### config.mk
export PLATFORM = sky130hd
export DESIGN_NAME = seven_seg_capture
export DESIGN_NICKNAME = d
export VERILOG_FILES = /design/src/rtl/seven_seg_pkg.sv /design/src/rtl/seven_seg_capture_decode.sv /design/src/rtl/seven_seg_capture.sv
export SDC_FILE = /design/constraint.sdc
export NUM_CORES = 1
export LEC_CHECK = 0
export CAP_MARGIN = 20
export CORE_MARGIN = 2
export CORE_UTILIZATION = 59
export CTS_CLUSTER_DIAMETER = 40
export DETAILED_ROUTE_END_ITERATION = 10
export PLACE_DENSITY = 0.94
export SYNTH_ARGS = -nofsm -noshare
export SYNTH_HDL_FRONTEND = slang
export SYNTH_SLANG_ARGS = --single-unit
export TNS_END_PERCENT = 1
### constraint.sdc
create_clock -name clk -period 16.1 [get_ports clk]
set_clock_uncertainty 0.1 [all_clocks]
set_input_delay 2.415 -clock clk [delete_from_list [all_inputs] [get_ports clk]]
set_output_delay 2.415 -clock clk [all_outputs]
set_load 0.005 [all_outputs]
### src/rtl/seven_seg_pkg.sv
// seven_seg_pkg: shared types and constants for the seven-segment capture block.
//   cap_state_t       : capture FSM states
//   SEG_BLANK         : all-segments-off pattern (active-low)
//   GLYPH             : active-low glyphs for hex digits 0..F
//   onehot_low_index  : qualifies an active-low anode bus -> {valid, index}
package seven_seg_pkg;

   typedef enum logic [1:0] {ST_IDLE, ST_SETTLE, ST_HELD} cap_state_t;

   localparam logic [6:0] SEG_BLANK = 7'h7F;

   localparam logic [6:0] GLYPH [0:15] = '{
      7'h01, 7'h4F, 7'h12, 7'h06, 7'h4C, 7'h24, 7'h20, 7'h0F,
      7'h00, 7'h04, 7'h08, 7'h60, 7'h31, 7'h42, 7'h30, 7'h38
   };

   // Anode buses up to MAX_DIGITS wide are supported; narrower buses are
   // padded with 1s (inactive) by the caller.
   localparam int MAX_DIGITS = 32;
   localparam int MAX_IDXW   = 5;

   typedef struct packed {
      logic                valid;
      logic [MAX_IDXW-1:0] idx;
   } qual_t;

   // Valid only when exactly one bit is low; otherwise idle/illegal.
   function automatic qual_t onehot_low_index(input logic [MAX_DIGITS-1:0] e);
      qual_t r;
      int    n;
      r = '0;
      n = 0;
      for (int i = 0; i < MAX_DIGITS; i++) begin
         if (!e[i]) begin
            n++;
            r.idx = i[MAX_IDXW-1:0];
         end
      end
      r.valid = (n == 1);
      if (!r.valid) r.idx = '0;
      return r;
   endfunction

endpackage

### src/rtl/seven_seg_capture_decode.sv
// seg7_decode: combinational active-low segment pattern -> hex nibble.
//   seg    : segments a..g at bits 6..0, active-low
//   nibble : decoded value (0 when blank or illegal)
//   blank  : pattern is all-off
//   err    : pattern is neither blank nor a hex glyph
module seg7_decode
   import seven_seg_pkg::*;
(
   input  logic [6:0] seg,
   output logic [3:0] nibble,
   output logic       blank,
   output logic       err
);

   logic hit;

   always_comb begin
      nibble = 4'h0;
      hit    = 1'b0;
      for (int k = 0; k < 16; k++) begin
         if (seg == GLYPH[k]) begin
            nibble = k[3:0];
            hit    = 1'b1;
         end
      end
      blank = (seg == SEG_BLANK);
      err   = !hit && !blank;
   end

endmodule

### src/rtl/seven_seg_capture.sv
// seven_seg_capture: reads back a multiplexed 8-digit seven-segment display.
//   clk, reset  : clock, async active-high reset
//   en          : capture enable (low forces IDLE, outputs hold)
//   E, CA2G, dp : active-low anode bus, segments, decimal point
//   digits      : decoded nibbles, digit i at [4*i+3:4*i]
//   dp_out      : decimal point lit per digit
//   blank, err  : digit was all-off / not a legal glyph
//   frame_valid : one-cycle pulse when every digit has committed
module seven_seg_capture
   import seven_seg_pkg::*;
#(
   parameter int SETTLE_CYCLES = 4,
   parameter int NUM_DIGITS    = 8
) (
   input  logic                    clk,
   input  logic                    reset,
   input  logic                    en,
   input  logic [NUM_DIGITS-1:0]   E,
   input  logic [6:0]              CA2G,
   input  logic                    dp,
   output logic [4*NUM_DIGITS-1:0] digits,
   output logic [NUM_DIGITS-1:0]   dp_out,
   output logic [NUM_DIGITS-1:0]   blank,
   output logic [NUM_DIGITS-1:0]   err,
   output logic                    frame_valid
);

   localparam int              CW          = $clog2(SETTLE_CYCLES + 1);
   localparam logic [CW-1:0]   SETTLE_LAST = CW'(SETTLE_CYCLES - 1);
   // With a one-sample settle, the first qualified sample commits directly.
   localparam bit              DIRECT      = (SETTLE_CYCLES == 1);

   // sample stage
   logic [NUM_DIGITS-1:0] e_s;
   logic [6:0]            seg_s;
   logic                  dp_s;

   cap_state_t            state, state_n;
   logic [CW-1:0]         count, count_n;
   logic [MAX_IDXW-1:0]   cap_idx, cap_idx_n;
   logic [6:0]            cap_seg, cap_seg_n;
   logic                  cap_dp,  cap_dp_n;
   logic                  commit, start, same;

   logic [MAX_DIGITS-1:0] e_pad;
   qual_t                 q;
   logic [NUM_DIGITS-1:0] hit, seen, seen_set;
   logic [3:0]            nib;
   logic                  dec_blank, dec_err;

   always_comb begin
      e_pad                 = '1;
      e_pad[NUM_DIGITS-1:0] = e_s;
   end

   assign q    = onehot_low_index(e_pad);
   assign same = q.valid && (q.idx == cap_idx) && (seg_s == cap_seg) && (dp_s == cap_dp);

   // Commits always use the current sample: it either equals the capture or
   // is a fresh capture committing directly.
   seg7_decode u_dec (.seg(seg_s), .nibble(nib), .blank(dec_blank), .err(dec_err));

   always_comb begin
      state_n   = state;
      count_n   = count;
      cap_idx_n = cap_idx;
      cap_seg_n = cap_seg;
      cap_dp_n  = cap_dp;
      commit    = 1'b0;
      start     = 1'b0;
      if (!en) begin
         state_n = ST_IDLE;
         count_n = '0;
      end else begin
         case (state)
            ST_IDLE: start = q.valid;
            ST_SETTLE: begin
               if (same) begin
                  if (count == SETTLE_LAST) begin
                     commit  = 1'b1;
                     state_n = ST_HELD;
                  end else begin
                     count_n = count + CW'(1);
                  end
               end else if (q.valid) begin
                  start = 1'b1;
               end else begin
                  state_n = ST_IDLE;
                  count_n = '0;
               end
            end
            ST_HELD: begin
               if (!same) begin
                  if (q.valid) begin
                     start = 1'b1;
                  end else begin
                     state_n = ST_IDLE;
                     count_n = '0;
                  end
               end
            end
            default: begin
               state_n = ST_IDLE;
               count_n = '0;
            end
         endcase
         if (start) begin
            cap_idx_n = q.idx;
            cap_seg_n = seg_s;
            cap_dp_n  = dp_s;
            count_n   = CW'(1);
            commit    = DIRECT;
            state_n   = DIRECT ? ST_HELD : ST_SETTLE;
         end
      end
   end

   always_comb begin
      for (int i = 0; i < NUM_DIGITS; i++)
         hit[i] = commit && (q.idx == i[MAX_IDXW-1:0]);
   end

   assign seen_set = seen | hit;

   always_ff @(posedge clk or posedge reset) begin
      if (reset) begin
         e_s         <= '1;
         seg_s       <= SEG_BLANK;
         dp_s        <= 1'b1;
         state       <= ST_IDLE;
         count       <= '0;
         cap_idx     <= '0;
         cap_seg     <= SEG_BLANK;
         cap_dp      <= 1'b1;
         digits      <= '0;
         dp_out      <= '0;
         blank       <= '0;
         err         <= '0;
         seen        <= '0;
         frame_valid <= 1'b0;
      end else begin
         e_s         <= E;
         seg_s       <= CA2G;
         dp_s        <= dp;
         state       <= state_n;
         count       <= count_n;
         cap_idx     <= cap_idx_n;
         cap_seg     <= cap_seg_n;
         cap_dp      <= cap_dp_n;
         frame_valid <= 1'b0;
         if (commit) begin
            for (int i = 0; i < NUM_DIGITS; i++) begin
               if (hit[i]) begin
                  digits[4*i +: 4] <= nib;
                  dp_out[i]        <= ~dp_s;
                  blank[i]         <= dec_blank;
                  err[i]           <= dec_err;
               end
            end
            // The completing digit's seen bit is dropped with the rest.
            if (&seen_set) begin
               seen        <= '0;
               frame_valid <= 1'b1;
            end else begin
               seen <= seen_set;
            end
         end
      end
   end

endmodule

Yosys cells after proc, flatten, opt, wreduce, memory -nomap -nowiden

Index checks and enable logic that the tools add are counted.

Bits in registers: 99
Logic and storage cells: 189

Add/subtract/negate cells: 8
Equal/unequal tests: 34
Multiplexer cells: 73
Bitwise logic cells: 2
Reductions and logical operators: 30

Operators with widths:

| kind                                            | count |
|---|---|
| adder 32 x 2 -> 32 bit (second input constant)  | 7 |
| two-way mux 32 bit                              | 7 |
| == test 7 x 6 -> 1 bit (second input constant)  | 5 |
| == test 7 bit (second input constant)           | 5 |
| two-way mux 5 bit                               | 7 |
| == test 32 x 2 -> 1 bit (second input constant) | 1 |
| two-way mux 4 bit                               | 8 |
| two-way mux 3 bit                               | 10 |
| two-way mux 1 bit                               | 29 |
| == test 5 x 3 -> 1 bit (second input constant)  | 4 |
| AND reduction 2 bit                             | 9 |
| two-way mux 2 bit                               | 8 |
| == test 7 x 3 -> 1 bit (second input constant)  | 2 |
| == test 7 x 4 -> 1 bit (second input constant)  | 2 |
| logical AND 1 bit                               | 12 |
| == test 5 x 2 -> 1 bit (second input constant)  | 2 |
| != test 5 bit (second input constant)           | 2 |
| case mux 3 bit (3 select lines)                 | 1 |
| two-way mux 8 bit                               | 1 |
| OR 8 bit                                        | 1 |
| AND reduction 8 bit                             | 1 |
| == test 7 x 1 -> 1 bit (second input constant)  | 1 |
| == test 7 x 5 -> 1 bit (second input constant)  | 1 |
| == test 7 bit                                   | 1 |
| 18 further kinds                                | 20 |

Logic depth before layout (Yosys ltp)

Depth after elaboration: 31
Depth in mapped cells: 29
Depth with buffers taken out: 27

Hierarchy

From an unflattened synthesis, not the netlist that was laid out.

Cells, all modules: 469
Area total of the unflattened synthesis: 5356.4 um2

By module, submodules not included:

| module            | times used | cells an instance | area an instance (um2) |
|---|---|---|---|
| seven_seg_capture | 1          | 419               | 4951.0 |
| seg7_decode       | 1          | 50                | 405.4 |

Least setup slack after synthesis

Ideal clock, no wire load.

Kind: register to register
Start: reg e_s[0]
End: reg seen[2]
Library setup time: 119 ps
Arrival: 5468 ps
Setup slack: 10413 ps
Stages on the path, launching flop included: 28
Period minus slack after synthesis: 5687 ps
Path through: dfstp_2 -> inv_1 -> ha_1 -> xnor2_1 -> ha_1 -> nand2b_1 -> nand2_1 -> ha_1 -> nor2b_1 -> a21oi_1 -> inv_1 -> ha_1 -> nor2_1 -> a21oi_1 -> ha_1 -> nor2b_1 -> or2_2 -> ha_1 -> nor2b_1 -> xnor2_1 -> xnor2_1 -> xnor2_1 -> or4b_4 -> a22o_1 -> a2111oi_2 -> and4bb_1 -> buf_4 -> o21ba_1

Cells in the longest elaborated chain, start to end: 30

Ends and longest elaborated chain:

| element                         | RTL line                 | source |
|---|---|---|
| from (decl)                     | seven_seg_capture.sv:34  | `logic [NUM_DIGITS-1:0] e_s;` |
| from (signal assigned)          | seven_seg_capture.sv:127 | `e_s <= '1;` |
| from (signal assigned)          | seven_seg_capture.sv:142 | `e_s <= E;` |
| two-way mux 1 bit *             | seven_seg_pkg.sv:34      | `if (!e[i]) begin` |
| adder 32 x 2 -> 32 bit          | seven_seg_pkg.sv:35      | `n++;` |
| two-way mux 32 bit *            | seven_seg_pkg.sv:34      |  |
| adder 32 x 2 -> 32 bit          | seven_seg_pkg.sv:35      |  |
| two-way mux 32 bit *            | seven_seg_pkg.sv:34      |  |
| adder 32 x 2 -> 32 bit          | seven_seg_pkg.sv:35      |  |
| two-way mux 32 bit *            | seven_seg_pkg.sv:34      |  |
| adder 32 x 2 -> 32 bit          | seven_seg_pkg.sv:35      |  |
| (+14 left out)                  | n/a                      |  |
| case mux 1 bit (2 select lines) | seven_seg_capture.sv:75  | `case (state)` |
| two-way mux 1 bit               | seven_seg_capture.sv:71  | `if (!en) begin` |
| two-way mux 1 bit               | seven_seg_capture.sv:107 | `if (start) begin` |
| two-way mux 1 bit               | seven_seg_capture.sv:71  |  |
| logical AND 1 bit               | seven_seg_capture.sv:120 | `hit[i] = commit && (q.idx == i[MAX_IDXW-1:0]);` |
| OR 8 bit                        | seven_seg_capture.sv:123 | `assign seen_set = seen \| hit;` |
| AND reduction 8 bit             | seven_seg_capture.sv:161 | `if (&seen_set) begin` |
| two-way mux 8 bit               | seven_seg_capture.sv:161 |  |
| to (signal assigned)            | seven_seg_capture.sv:165 | `seen <= seen_set;` |
| to (decl)                       | seven_seg_capture.sv:47  | `logic [NUM_DIGITS-1:0] hit, seen, seen_set;` |

Every way passes the cells marked *; elsewhere a longest branch is shown, timed or not. The select of a mux whose other input is x is not followed.
A chain may end at the register's enable or synchronous reset.

Worst setup path after layout

Same ends and word-level chain as after synthesis.

==> impl_metrics.yaml <==
status:
  outcome: "finished clean"
place:
  post-place-cells: 638
  io_buffers: 75
  detailedPlace.worstSlack_ns: 9.73
  dpl.hpwl_mm: 8.65
  place_congestion: 0.947
  dpl-instance-area_um2: 5770
critical_path:
  crit_start: "e_s[0]"
  regToRegStartpoint: "e_s[0]"
  crit_fanout: 13
  setup.worst_path.start_class: "flop"
  path_class: "flop to flop"
  crit_required_ns: 16.28
  endpoint_kind: "flop"
  arrival_ns: 6.77
timing:
  fmaxAchievable_ghz: 0.152
  rsz0062_at_grt: "no"
  relSlewSlack: 0.402
  setup_viol: 0
  drv_slew: 0
  whs_ns: 0.387
  final.setup.tns_ns: 0
  fin_ws_ns: 9.51
  hold_viol: 0
  layout_min_cycle_time_ns: 6.59
  worst_pin_slew_ns: 0.897
  fin_crit_sh: 0.409
floorplanning:
  io_pins: 76
  die_area_um2: 9240
  start_util: 0.609
  num_rows: 33
  die_w_um: 96.1
  core_area_um2: 8220
  die_h_um: 96.1
layout:
  fill_cells: 515
  layout-drive-gt1-share: 0.167
  fin_area_um2: 5980
  regArea_um2: 2460
  syn_to_final_growth_pct: 19.5
  utilization: 0.728
  antennaDiodeCount: 0
  layout.nets: 577
  multi_input_area_um2: 2340
  stdcell_count: 655
global_route:
  grt-ovfl-total: 0
  grt_pass1_wl_mm: 19.7
  grt_busiest_layer: "met2"
  grt_util_met3: 0.0548
  grt.met1_usage: 0.359
  met2_usage: 0.465
  grt_usage: 0.281
  grt_pass1_vias: 4073
  antenna_found_initial: 0
  grt_max_degree: 74
yosys:
  synth_largest_area_cell: "dfrtp_1"
  yosys_warnings: 0
  synthArstFlopShare: 1.00
  netlist.area_leader.share: 0.365
  synth_edf_count: 0
  synth.net_count: 518
  ys_ff_latch: 97
  seq_area_frac_synth: 0.491
  synth_area_leaders: "dfrtp_1, dfstp_2, mux2_2, nand2_1, o21ai_0"
  synth_cells: 486
  avgSynthCellArea_um2: 10.3
  synth-main-ff-cell: "dfrtp_1"
  netlist_area_um2: 5010
  synth.distinct_cells: 61
clock_network:
  cts.reportedPaths.clkPinSlew_ns: 0.10
  ctsHoldBuffers: 0
  cts_resized: 0
  numClockSinks: 97
  cts_setup_buffers: 0
  cts_max_level: 3
  clockBufferDepth: 2
  cts_tree: "done"
  numCtsBuffers: 9
  clock_latency_ns: 0.39
  root_buffer: "clkbuf_8"
min_path:
  worstHoldPathType: "flop to flop"
  min_from: "dp_out[1]"
drt:
  num_vias: 4114
  vias_per_cell: 6.28
  drt-initial-drc-count: 396
  dr.pass1.iters: 6
  ant_nets: 0
  drt-total-wl_mm: 12.6
  wl_per_cell_um: 19.2
  drc: 0
power:
  p_leak_nw: 2.59
  power_uw: 577
  power_density_nw_per_um2: 96.4
  ir_worst_vdd_mv: 0.0663
job:
  max_cap_viol_count: 0
-- worst paths after layout --
| path | end | slack (ns) | cells past startpoint |
|---|---|---|---|
| worst min-delay path | dp_out[1] | 0.39 | 2 |
| worst max register to register | seen[2] | 9.51 | 24 |
| worst min register to register | dp_out[1] | 0.39 | 2 |
| max in group asynchronous | count[1] | 12.45 | 3 |
| worst max-delay path | seen[2] | 9.51 | 24 |
| min in group asynchronous | digits[12] | 2.22 | 2 |
-- metal layers --
layer  wire length, µm  up-vias
met5                 0        -
met2              6350      234
met3               920       46
met4               393        0
met1              4900     1989
li1                  -     1845
-- state kept, by name, indices dropped and copies added (netlist names), 7 cells and up --
name / cells
seen: 8
blank: 8
e_s: 8
dp_out: 8
seg_s: 7
digits: 32
err: 8
cap_seg: 7
-- report_power, final --
| part | internal [mW] | total (mW) | switching [mW] |
|---|---|---|---|
| clock | 0.0618 | 0.162 | 0.101 |
| combinational | 0.0560 | 0.130 | 0.0736 |
| sequential | 0.268 | 0.285 | 0.0171 |
-- placed cells by master (no fill, tap or decap), types with 3 or more instances in the layout --
master / synthesis / layout
nor4_1: 7 / 7
or3_1: 8 / 8
nand4_1: 9 / 9
clkinv_4: 0 / 3
xnor2_1: 10 / 10
nor2b_1: 12 / 12
o31ai_1: 8 / 8
a31oi_1: 8 / 8
xor2_1: 10 / 10
mux2_2: 35 / 35
dfstp_2: 24 / 24
clkdlybuf4s50_1: 0 / 75
nor2_1: 23 / 23
nand3_1: 7 / 7
ha_1: 13 / 13
and2_1: 3 / 3
o21ai_0: 42 / 42
nand2_1: 60 / 60
clkbuf_8: 0 / 9
o2111ai_1: 4 / 4
a21oi_1: 17 / 17
nor3_1: 10 / 10
nand2b_1: 3 / 3
inv_1: 22 / 21
dfrtp_1: 73 / 73
or2_2: 3 / 3
-- cells by family after synthesis --
group                    Yosys count  share of synthesized area
flip-flops                        97                      0.491
adder cells (fa/ha/maj)           13                     0.0325
AO/OA/AOI/OAI                    104                      0.133
XOR/XNOR                          25                     0.0582
buffers and inverters             52                     0.0427
multiplexers                      35                     0.0787
AND/OR/NAND/NOR                  160                      0.164
-- final cells by class --
| cell class | instances | share of cell area |
|---|---|---|
| multi-input cells | 337 | 0.390 |
| inverters | 23 | 0.0151 |
| well taps | 105 | 0.0220 |
| clock inverters | 7 | 0.0136 |
| flip-flops and latches | 97 | 0.411 |
| repair buffers | 77 | 0.128 |
| clock buffers | 9 | 0.0207 |
-- cell usage after synthesis, drive strengths merged (2+ instances only) --
| master | number |
|---|---|
| dfrtp | 73 |
| nand2 | 60 |
| o21ai | 43 |
| mux2 | 35 |
| clkbuf | 25 |
| dfstp | 24 |
| inv | 23 |
| nor2 | 23 |
| a21oi | 17 |
| ha | 13 |
| nor2b | 12 |
| nor3 | 10 |
| xnor2 | 10 |
| xor2 | 10 |
| nand4 | 9 |
| a31oi | 8 |
| nor4 | 8 |
| o31ai | 8 |
| or3 | 8 |
| nand3 | 7 |
| buf | 4 |
| o2111ai | 4 |
| xnor3 | 4 |
| and2 | 3 |
| nand2b | 3 |
| or2 | 3 |
| a22o | 2 |
| a41oi | 2 |
| and4 | 2 |
| nand3b | 2 |
| o211a | 2 |
| o211ai | 2 |
| o21ba | 2 |
| o2bb2ai | 2 |
| o32ai | 2 |
| o41ai | 2 |
| or4 | 2 |
| or4b | 2 |
| or4bb | 2 |
-- worst max-delay path: stages (launching register included) --
cell and delay, ns:
dfstp_2 0.54, inv_1 0.04, ha_1 0.36, xnor2_1 0.16
ha_1 0.29, nand2b_1 0.12, nand2_1 0.09, ha_1 0.26
nor2b_1 0.15, a21oi_1 0.18, inv_1 0.07, ha_1 0.28
nor2_1 0.05, a21oi_1 0.18, ha_1 0.26, nor2b_1 0.15
or2_2 0.30, ha_1 0.28, or2_2 0.29, o32ai_1 0.29
nand4_1 0.65, a22o_1 0.41, a2111oi_2 0.36, and4bb_1 0.43
o21ba_1 0.19
(Power assumes the default switching activity.)
